==> src/rtl/viterbi_k3_pkg.sv <==
// Shared types and helpers for the K=3 rate-1/2 Viterbi decoder.
// Trellis state is {u(t-1), u(t-2)}; generators g1=111, g0=101.
package viterbi_k3_pkg;

  localparam int NSTATES = 4;

  typedef enum logic [1:0] {
    ACCEPT = 2'd0,
    TRACE  = 2'd1,
    OUTPUT = 2'd2
  } fsm_e;

  function automatic logic [1:0] expected_sym(
    input logic u,
    input logic a,
    input logic b
  );
    return {u ^ a ^ b, u ^ b};
  endfunction

  function automatic logic [1:0] hamming2(
    input logic [1:0] x,
    input logic [1:0] y
  );
    logic [1:0] d;
    d = x ^ y;
    return {1'b0, d[1]} + {1'b0, d[0]};
  endfunction

endpackage

==> src/rtl/viterbi_dec_k3_if.sv <==
// Symbol-in / bit-out stream bundle for the Viterbi decoder.
// slave = decoder side, master = producer/consumer side.
interface viterbi_dec_k3_if;
  logic [1:0] in_sym;
  logic       in_valid;
  logic       in_ready;
  logic       out_bit;
  logic       out_valid;
  logic       out_ready;
  logic       out_last;

  modport master (
    output in_sym, in_valid, out_ready,
    input  in_ready, out_bit, out_valid, out_last
  );

  modport slave (
    input  in_sym, in_valid, out_ready,
    output in_ready, out_bit, out_valid, out_last
  );
endinterface

==> src/rtl/viterbi_acs_k3.sv <==
// Combinational add-compare-select for all four trellis states.
// Ties resolve to the predecessor whose oldest bit is 0.
module viterbi_acs_k3
  import viterbi_k3_pkg::*;
#(
  parameter int MW = 8
) (
  input  logic [NSTATES-1:0][MW-1:0] metric_i,
  input  logic [1:0]                 sym_i,
  output logic [NSTATES-1:0][MW-1:0] metric_o,
  output logic [NSTATES-1:0]         dec_o
);

  for (genvar g = 0; g < NSTATES; g++) begin : g_ns
    localparam logic [1:0] NS = 2'(g);
    localparam logic [1:0] P0 = {NS[0], 1'b0};
    localparam logic [1:0] P1 = {NS[0], 1'b1};

    logic [MW:0]   sum0;
    logic [MW:0]   sum1;
    logic [MW-1:0] c0;
    logic [MW-1:0] c1;
    logic          pick1;

    assign sum0 = {1'b0, metric_i[P0]} + (MW+1)'(
      hamming2(sym_i, expected_sym(NS[1], NS[0], 1'b0)));
    assign sum1 = {1'b0, metric_i[P1]} + (MW+1)'(
      hamming2(sym_i, expected_sym(NS[1], NS[0], 1'b1)));

    // saturate so unreachable states never wrap below live ones
    assign c0 = sum0[MW] ? '1 : sum0[MW-1:0];
    assign c1 = sum1[MW] ? '1 : sum1[MW-1:0];

    assign pick1       = c1 < c0;
    assign dec_o[g]    = pick1;
    assign metric_o[g] = pick1 ? c1 : c0;
  end

endmodule

==> src/rtl/viterbi_dec_k3.sv <==
// Frame-based hard-decision Viterbi decoder, K=3 rate 1/2.
// ACCEPT runs ACS per symbol, TRACE walks back from state 0, OUTPUT streams bits.
module viterbi_dec_k3
  import viterbi_k3_pkg::*;
#(
  parameter int FRAME_LEN = 32,
  parameter int MW        = 8
) (
  input  logic              clk,
  input  logic              rst,
  output logic              busy,
  viterbi_dec_k3_if.slave   io
);

  localparam int CW = $clog2(FRAME_LEN);
  localparam logic [CW-1:0] T_LAST = CW'(FRAME_LEN - 1);
  localparam logic [CW-1:0] B_LAST = CW'(FRAME_LEN - 3);
  localparam logic [NSTATES-1:0][MW-1:0] M_INIT =
    {{((NSTATES-1)*MW){1'b1}}, {MW{1'b0}}};

  fsm_e                      state_q, state_d;
  logic                      en_q, en_d;
  logic [NSTATES-1:0][MW-1:0] metric_q, metric_d;
  logic [CW-1:0]             cnt_q, cnt_d;
  logic [CW-1:0]             p_q, p_d;
  logic [1:0]                tst_q, tst_d;

  logic [NSTATES-1:0]        surv_q [FRAME_LEN];
  logic                      obuf_q [FRAME_LEN-2];
  logic                      surv_we;
  logic                      obuf_we;

  logic [NSTATES-1:0][MW-1:0] acs_metric;
  logic [NSTATES-1:0]         acs_dec;

  viterbi_acs_k3 #(.MW(MW)) u_acs (
    .metric_i (metric_q),
    .sym_i    (io.in_sym),
    .metric_o (acs_metric),
    .dec_o    (acs_dec)
  );

  assign io.in_ready  = en_q && (state_q == ACCEPT);
  assign io.out_valid = (state_q == OUTPUT);
  assign io.out_last  = io.out_valid && (p_q == B_LAST);
  assign io.out_bit   = io.out_valid && obuf_q[p_q];
  assign busy         = (state_q != ACCEPT);

  always_comb begin
    state_d  = state_q;
    en_d     = 1'b1;
    metric_d = metric_q;
    cnt_d    = cnt_q;
    p_d      = p_q;
    tst_d    = tst_q;
    surv_we  = 1'b0;
    obuf_we  = 1'b0;
    unique case (state_q)
      ACCEPT: begin
        if (io.in_valid && io.in_ready) begin
          metric_d = acs_metric;
          surv_we  = 1'b1;
          if (cnt_q == T_LAST) begin
            state_d = TRACE;
            tst_d   = '0;
          end else begin
            cnt_d = cnt_q + 1'b1;
          end
        end
      end
      TRACE: begin
        // tail symbols are walked but never stored
        tst_d   = {tst_q[0], surv_q[cnt_q][tst_q]};
        obuf_we = (cnt_q <= B_LAST);
        if (cnt_q == '0) begin
          state_d = OUTPUT;
          p_d     = '0;
        end else begin
          cnt_d = cnt_q - 1'b1;
        end
      end
      OUTPUT: begin
        if (io.out_ready) begin
          if (p_q == B_LAST) begin
            state_d  = ACCEPT;
            metric_d = M_INIT;
            cnt_d    = '0;
            p_d      = '0;
          end else begin
            p_d = p_q + 1'b1;
          end
        end
      end
      default: state_d = ACCEPT;
    endcase
  end

  always_ff @(posedge clk or negedge rst) begin
    if (!rst) begin
      state_q  <= ACCEPT;
      en_q     <= 1'b0;
      metric_q <= M_INIT;
      cnt_q    <= '0;
      p_q      <= '0;
      tst_q    <= '0;
    end else begin
      state_q  <= state_d;
      en_q     <= en_d;
      metric_q <= metric_d;
      cnt_q    <= cnt_d;
      p_q      <= p_d;
      tst_q    <= tst_d;
    end
  end

  always_ff @(posedge clk) begin
    if (surv_we) surv_q[cnt_q] <= acs_dec;
    if (obuf_we) obuf_q[cnt_q] <= tst_q[1];
  end

endmodule
==> src/flat_wrapper.sv <==
// flat-port wrapper written by rule: the top's interface ports become plain ports
module viterbi_dec_k3_flat import viterbi_k3_pkg::*;
#(
  parameter int FRAME_LEN = 32,
  parameter int MW        = 8
)
  (clk, rst, busy, io_in_sym, io_in_valid, io_out_ready, io_in_ready, io_out_bit, io_out_valid, io_out_last);
  viterbi_dec_k3_if io_i ();
  input  logic clk;
  input  logic rst;
  output logic busy;
  input wire logic [$bits(io_i.in_sym)-1:0] io_in_sym;
  input wire logic [$bits(io_i.in_valid)-1:0] io_in_valid;
  input wire logic [$bits(io_i.out_ready)-1:0] io_out_ready;
  output wire logic [$bits(io_i.in_ready)-1:0] io_in_ready;
  output wire logic [$bits(io_i.out_bit)-1:0] io_out_bit;
  output wire logic [$bits(io_i.out_valid)-1:0] io_out_valid;
  output wire logic [$bits(io_i.out_last)-1:0] io_out_last;
  assign io_i.in_sym = io_in_sym;
  assign io_i.in_valid = io_in_valid;
  assign io_i.out_ready = io_out_ready;
  assign io_in_ready = io_i.in_ready;
  assign io_out_bit = io_i.out_bit;
  assign io_out_valid = io_i.out_valid;
  assign io_out_last = io_i.out_last;
  viterbi_dec_k3 #(.FRAME_LEN(FRAME_LEN), .MW(MW)) u_core (.clk(clk), .rst(rst), .busy(busy), .io(io_i));
endmodule
==> config.mk <==
export PLATFORM = sky130hd
export DESIGN_NAME = viterbi_dec_k3_flat
export DESIGN_NICKNAME = d
export VERILOG_FILES = /design/src/rtl/viterbi_k3_pkg.sv /design/src/rtl/viterbi_dec_k3_if.sv /design/src/rtl/viterbi_acs_k3.sv /design/src/rtl/viterbi_dec_k3.sv /design/src/flat_wrapper.sv
export SDC_FILE = /design/constraint.sdc
export NUM_CORES = 1
export LEC_CHECK = 0
export BUFFER_PORTS_ARGS = -buffer_cell sky130_fd_sc_hd__buf_2
export CORE_MARGIN = 1
export CORE_UTILIZATION = 59
export CTS_BUF_LIST = sky130_fd_sc_hd__clkbuf_2 sky130_fd_sc_hd__clkbuf_4 sky130_fd_sc_hd__clkbuf_8
export DETAILED_ROUTE_END_ITERATION = 6
export GPL_TIMING_DRIVEN = 0
export PLACE_DENSITY = 0.77
export SLEW_MARGIN = 20
export SYNTH_ARGS = -nofsm -noshare
export SYNTH_HDL_FRONTEND = slang
export SYNTH_HIERARCHICAL = 1
export SYNTH_SLANG_ARGS = --single-unit
==> constraint.sdc <==
create_clock -name clk -period 3.2 [get_ports clk]
set_clock_uncertainty 0.1 [all_clocks]
set_input_delay 0.32 -clock clk [delete_from_list [all_inputs] [get_ports clk]]
set_output_delay 0.32 -clock clk [all_outputs]
set_load 0.01 [all_outputs]
==> flow_results.org <==
** Global route
- The number of antenna violations at the first check in global routing was 0.
- Entering global routing, the biggest net connects 48 pins.
- The first global-routing pass estimated about 41 mm of wire.
- Via count of the first global-routing pass :: around 7,800
- GRT Util Overall :: between 20 and 30%
- Global route total overflow :: 0

** STA
- Fmax :: ~290 MHz
- For the final routed database, the setup TNS stands at -19.93 ns.
- For the pin with the worst max-slew slack, the measured transition is approximately 1.0 ns.
- Post-route minimum period :: approximately 3.5 ns
- Of the available clock period, the critical path in the final layout requires 109%.
- Across all setup checks in the final design, the least slack found is -0.293 ns.
- Max-slew violation total from the final report :: 0
- Slew headroom :: 30.5%
- Setup repair after global routing could not meet its margin everywhere.
- # setup viols final :: between 100 and 150
- The hold violation total from the final report came to 0.

** Worst setup path
- Worst Path Arrival :: about 3.8 ns
- The number of cells on the worst reg-to-reg path is 13.
- Top Family by Delay on Critical Path :: compound AO/OA/AOI/OAI gates
- Counting both buffers and inverters, the worst setup path holds a total of 1.
- Critical Path End Type :: register
- Highest-delay cell along the critical path :: dfstp_2
- STA classifies the critical path startpoint as a register.
- Worst Setup Path Type :: register to register
- Required time of the worst setup path :: 3.55 ns
- Crit-path max cell delay :: around 0.66 ns
- Setup slack, reg-to-reg :: -0.29 ns
- The startpoint identified for the worst register-to-register timing path is u_core/metric_q[28]$_DFFE_PN1P_.
- Along the worst path, the maximum fanout reaches 10.
- Cells along the critical path :: and3_4, nand2_2, o21ai_0, nor2_1, a21oi_1, ha_1, o21ai_0, a211o_1, o21bai_2, o41a_1, buf_6, mux2_4, o22a_1
- The most numerous cell type found on the critical path is o21ai_0.
- The endpoint identified for the worst register-to-register timing path is u_core/metric_q[27]$_DFFE_PN1P_.

** Run status
- Status :: finished, violations left
- Violations in the final reports :: design-rule violations, negative setup slack

** Routing
- The first TritonRoute pass finished after 7 iterations.
- In the routed design, unresolved DRC markers number 1.
- In the final routed layout, each cell accounts on average for ~22 um.
- Vias per inst :: about 6.4
- Number of DRC markers in iteration 0 :: approximately 830
- In this run the remaining antenna-violating nets after routing total 0.
- The routed layout has 8,308 vias.
- Post-Route WL :: ~29 mm

** CTS
- TritonCTS built the clock tree.
- Worst-skew pair later-pin latency :: 0.52 ns
- Worst-case clock buffer depth :: 3
- The clock net in this run drives a total of 205 sinks.
- The tree is rooted in a clkbuf_8.
- CTS clock-pin slew for the worst setup and hold paths :: approximately 0.060 ns
- The H-tree generated during clock tree synthesis spans 2 levels.
- Clock tree synthesis inserted a total of 34 buffers.

** Synthesis
- In this run, synthesis inferred 158 flip-flops with an integrated enable.
- Mean post-synth cell area :: ~12 um^2
- Counting flops with an async set or reset pin after synthesis yields a share of 22.9%.
- Yosys printed 6 warnings.
- In this run, synthesis produced a sequential element count of 205.
- Summing the sequential cell areas from Yosys gives 53.2% of the chip area.
- Net count after synthesis :: 967
- Primary FF master, synth :: edfxtp_1
- Cell area after technology mapping :: approximately 11,000 um^2
- In the synthesized netlist, the number of instances is a little over 900.
- Counting distinct cell types in the post-synthesis netlist gives 76.

** Layout
- Fill count :: about 1,000
- The repair_antennas step left the layout with diodes totalling 0.
- Once layout is done, the placed cells without fillers occupy between 10,000 and 15,000 um^2.
- Final core occ :: approximately three quarters
- Once layout is complete, the cells apart from fillers number 1,291.
- Count of nets after finishing :: 1,090
- Cells with a size suffix above 1 make up 35.0% of the layout.
- Compared with the post-synthesis result, the final layout area differs by 24.0%.

** Power
- Leakage component of the power :: 5.06 nW
- VDD sags by at most 674 uV.
- Power density of the placed cells :: 1160 nW/um^2

** Worst hold path
- Counting instances, the worst hold path has a depth of 4.
- The tightest min-delay check is of the primary input to register type.
- The worst hold path terminates at u_core/state_q[1]$_DFFE_PN0P_.
- Critical hold path startpoint :: io_out_ready

** Placed design
- Placed inst area :: approximately 12,000 um^2
- In this run the tool buffered the top-level ports with 10 buffer cells.
- Final estimated routing congestion in global placement :: roughly 0.9
- Half-perimeter wire length after detailed placement :: around 17 mm
- Total instance count after detailed placement :: 1,153

** Flow run
- Max-cap violations in this run came to 0.

** Floorplanning
- The die covers around 20,000 um^2.
- In this run the horizontal extent of the chip is 140 um.
- I/O pins :: 11
- Starting density of the core :: around three fifths
- Area of the core region :: between 15,000 and 20,000 um^2
- In this run the core area contains 49 standard-cell rows.
- In this run the vertical extent of the chip is approximately 140 um.
logic make-up (layout without fill, tap and decap cells):
group | count (synthesis) | after routing | synth area share (%)
and+or+nand+nor | 273 | 273 | 11.5
DFF | 205 | 205 | 53.2
AOI/OAI and AO/OA | 180 | 180 | 11.5
buffers and inverters | 94 | 242 | 3.84
muxes | 90 | 90 | 12.8
adders and majority gates | 47 | 47 | 5.26
xor gates and xnor gates | 24 | 24 | 1.88
other | 1 | 1 | 0.0335
layout make-up:
class,instances,area [um^2],area share (%)
buffer,37,262,1.89
clock inverter,13,98.8,0.713
tap,229,287,2.07
multi-input combinational,615,5680,41.0
clock buffer,48,573,4.13
inverter,55,231,1.67
sequential,205,5950,42.9
timing repair buffer,89,785,5.66
synthesized netlist by cell type, types with 23 or more instances:
cell	number	share of area [%]
dfrtp_1	23	5.1
mux2i_1	46	4.1
inv_1	53	1.8
nand2_1	67	2.2
edfxtp_1	158	42
a21oi_1	29	1.3
ha_1	47	5.3
nor2_1	104	3.5
o22a_1	25	2.0
o21ai_0	41	1.8
mux4_2	31	6.2
dfstp_2	24	5.6
worst max-delay path by stage:
stage | from | endpoint | slack, ns | cells past startpoint
2_1_floorplan | io_in_sym[1] | u_core/surv_q[0][0]$_DFFE_PP_ | -0.12 | 15
6_report | u_core/metric_q[28]$_DFFE_PN1P_ | u_core/metric_q[27]$_DFFE_PN1P_ | -0.29 | 13
4_1_cts | u_core/metric_q[9]$_DFFE_PN1P_ | u_core/metric_q[2]$_DFFE_PN0P_ | -0.11 | 17
5_1_grt | u_core/metric_q[28]$_DFFE_PN1P_ | u_core/metric_q[27]$_DFFE_PN1P_ | -0.42 | 13
3_3_place_gp | io_in_sym[0] | u_core/surv_q[20][0]$_DFFE_PP_ | -0.70 | 16
3_5_place_dp | io_in_sym[0] | u_core/surv_q[20][0]$_DFFE_PP_ | -0.76 | 16
layout by cell type, fill, tap and decap left out, types with 6 or more instances in the layout:
master,n
buf_4,66
o21ai_2,6
inv_2,7
nor2b_1,7
clkbuf_8,34
xnor2_1,11
inv_1,42
a22oi_2,9
nand2_1,58
o21ai_0,32
clkbuf_4,16
buf_12,9
ha_4,17
clkinv_2,6
mux2i_2,10
o22a_1,25
nor3_1,6
a21oi_1,17
nand3_1,21
nand4_1,6
mux4_1,8
buf_6,12
nor2_2,8
nor2_1,95
dfstp_2,24
o21a_1,6
edfxtp_1,158
clkbuf_1,15
dfrtp_1,23
a22o_1,11
nand2b_1,13
mux2i_1,27
mux2i_4,9
nand2_2,6
a21oi_2,9
mux4_2,31
ha_1,29
buf_2,16
per-stage QoR:
stage               setup WS [ns]  power, mW  hold slack (ns)
floorplan                  -0.118       8.93          -0.0756
global placement           -0.698       10.2            0.381
detailed placement         -0.763       10.3            0.382
CTS                        -0.111       13.9           0.0520
global route               -0.418       16.9           0.0720
finish                     -0.293       16.1           0.0828
layer usage:
layer	track usage, %	up-vias	share of wire (%)
li1	-	3691	-
met1	38.1	4101	41
met2	43.4	434	47
met3	5.37	82	8.3
met4	8.91	0	3.2
met5	0	-	0
registers in the layout, indices dropped and copies added (netlist names):
signal           flops
u_core/cnt_q         5
u_core/en_q          1
u_core/metric_q     32
u_core/obuf_q       30
u_core/p_q           5
u_core/state_q       2
u_core/surv_q      128
u_core/tst_q         2
power breakdown:
part	switching, mW	total [mW]	internal, mW
Sequential	0.448	4.49	4.04
Combinational	4.83	9.33	4.51
Clock	1.04	2.29	1.25
repair_timing:
item | in CTS | in global routing
cloned | 0 | 2
endpoints found under the setup margin | 159 | 162
gates resized for setup | 59 | 104
buffers inserted | 47 | 30
pin swaps | 29 | 36
hold buffers | 1 | 0
hold endpoints to repair | 23 | 0
worst min-delay path, stage by stage:
cell	delay, ns
buf_2	0.12
inv_1	0.05
o21ai_0	0.09
nand2b_1	0.08
Power figures use the tool's default switching activity.
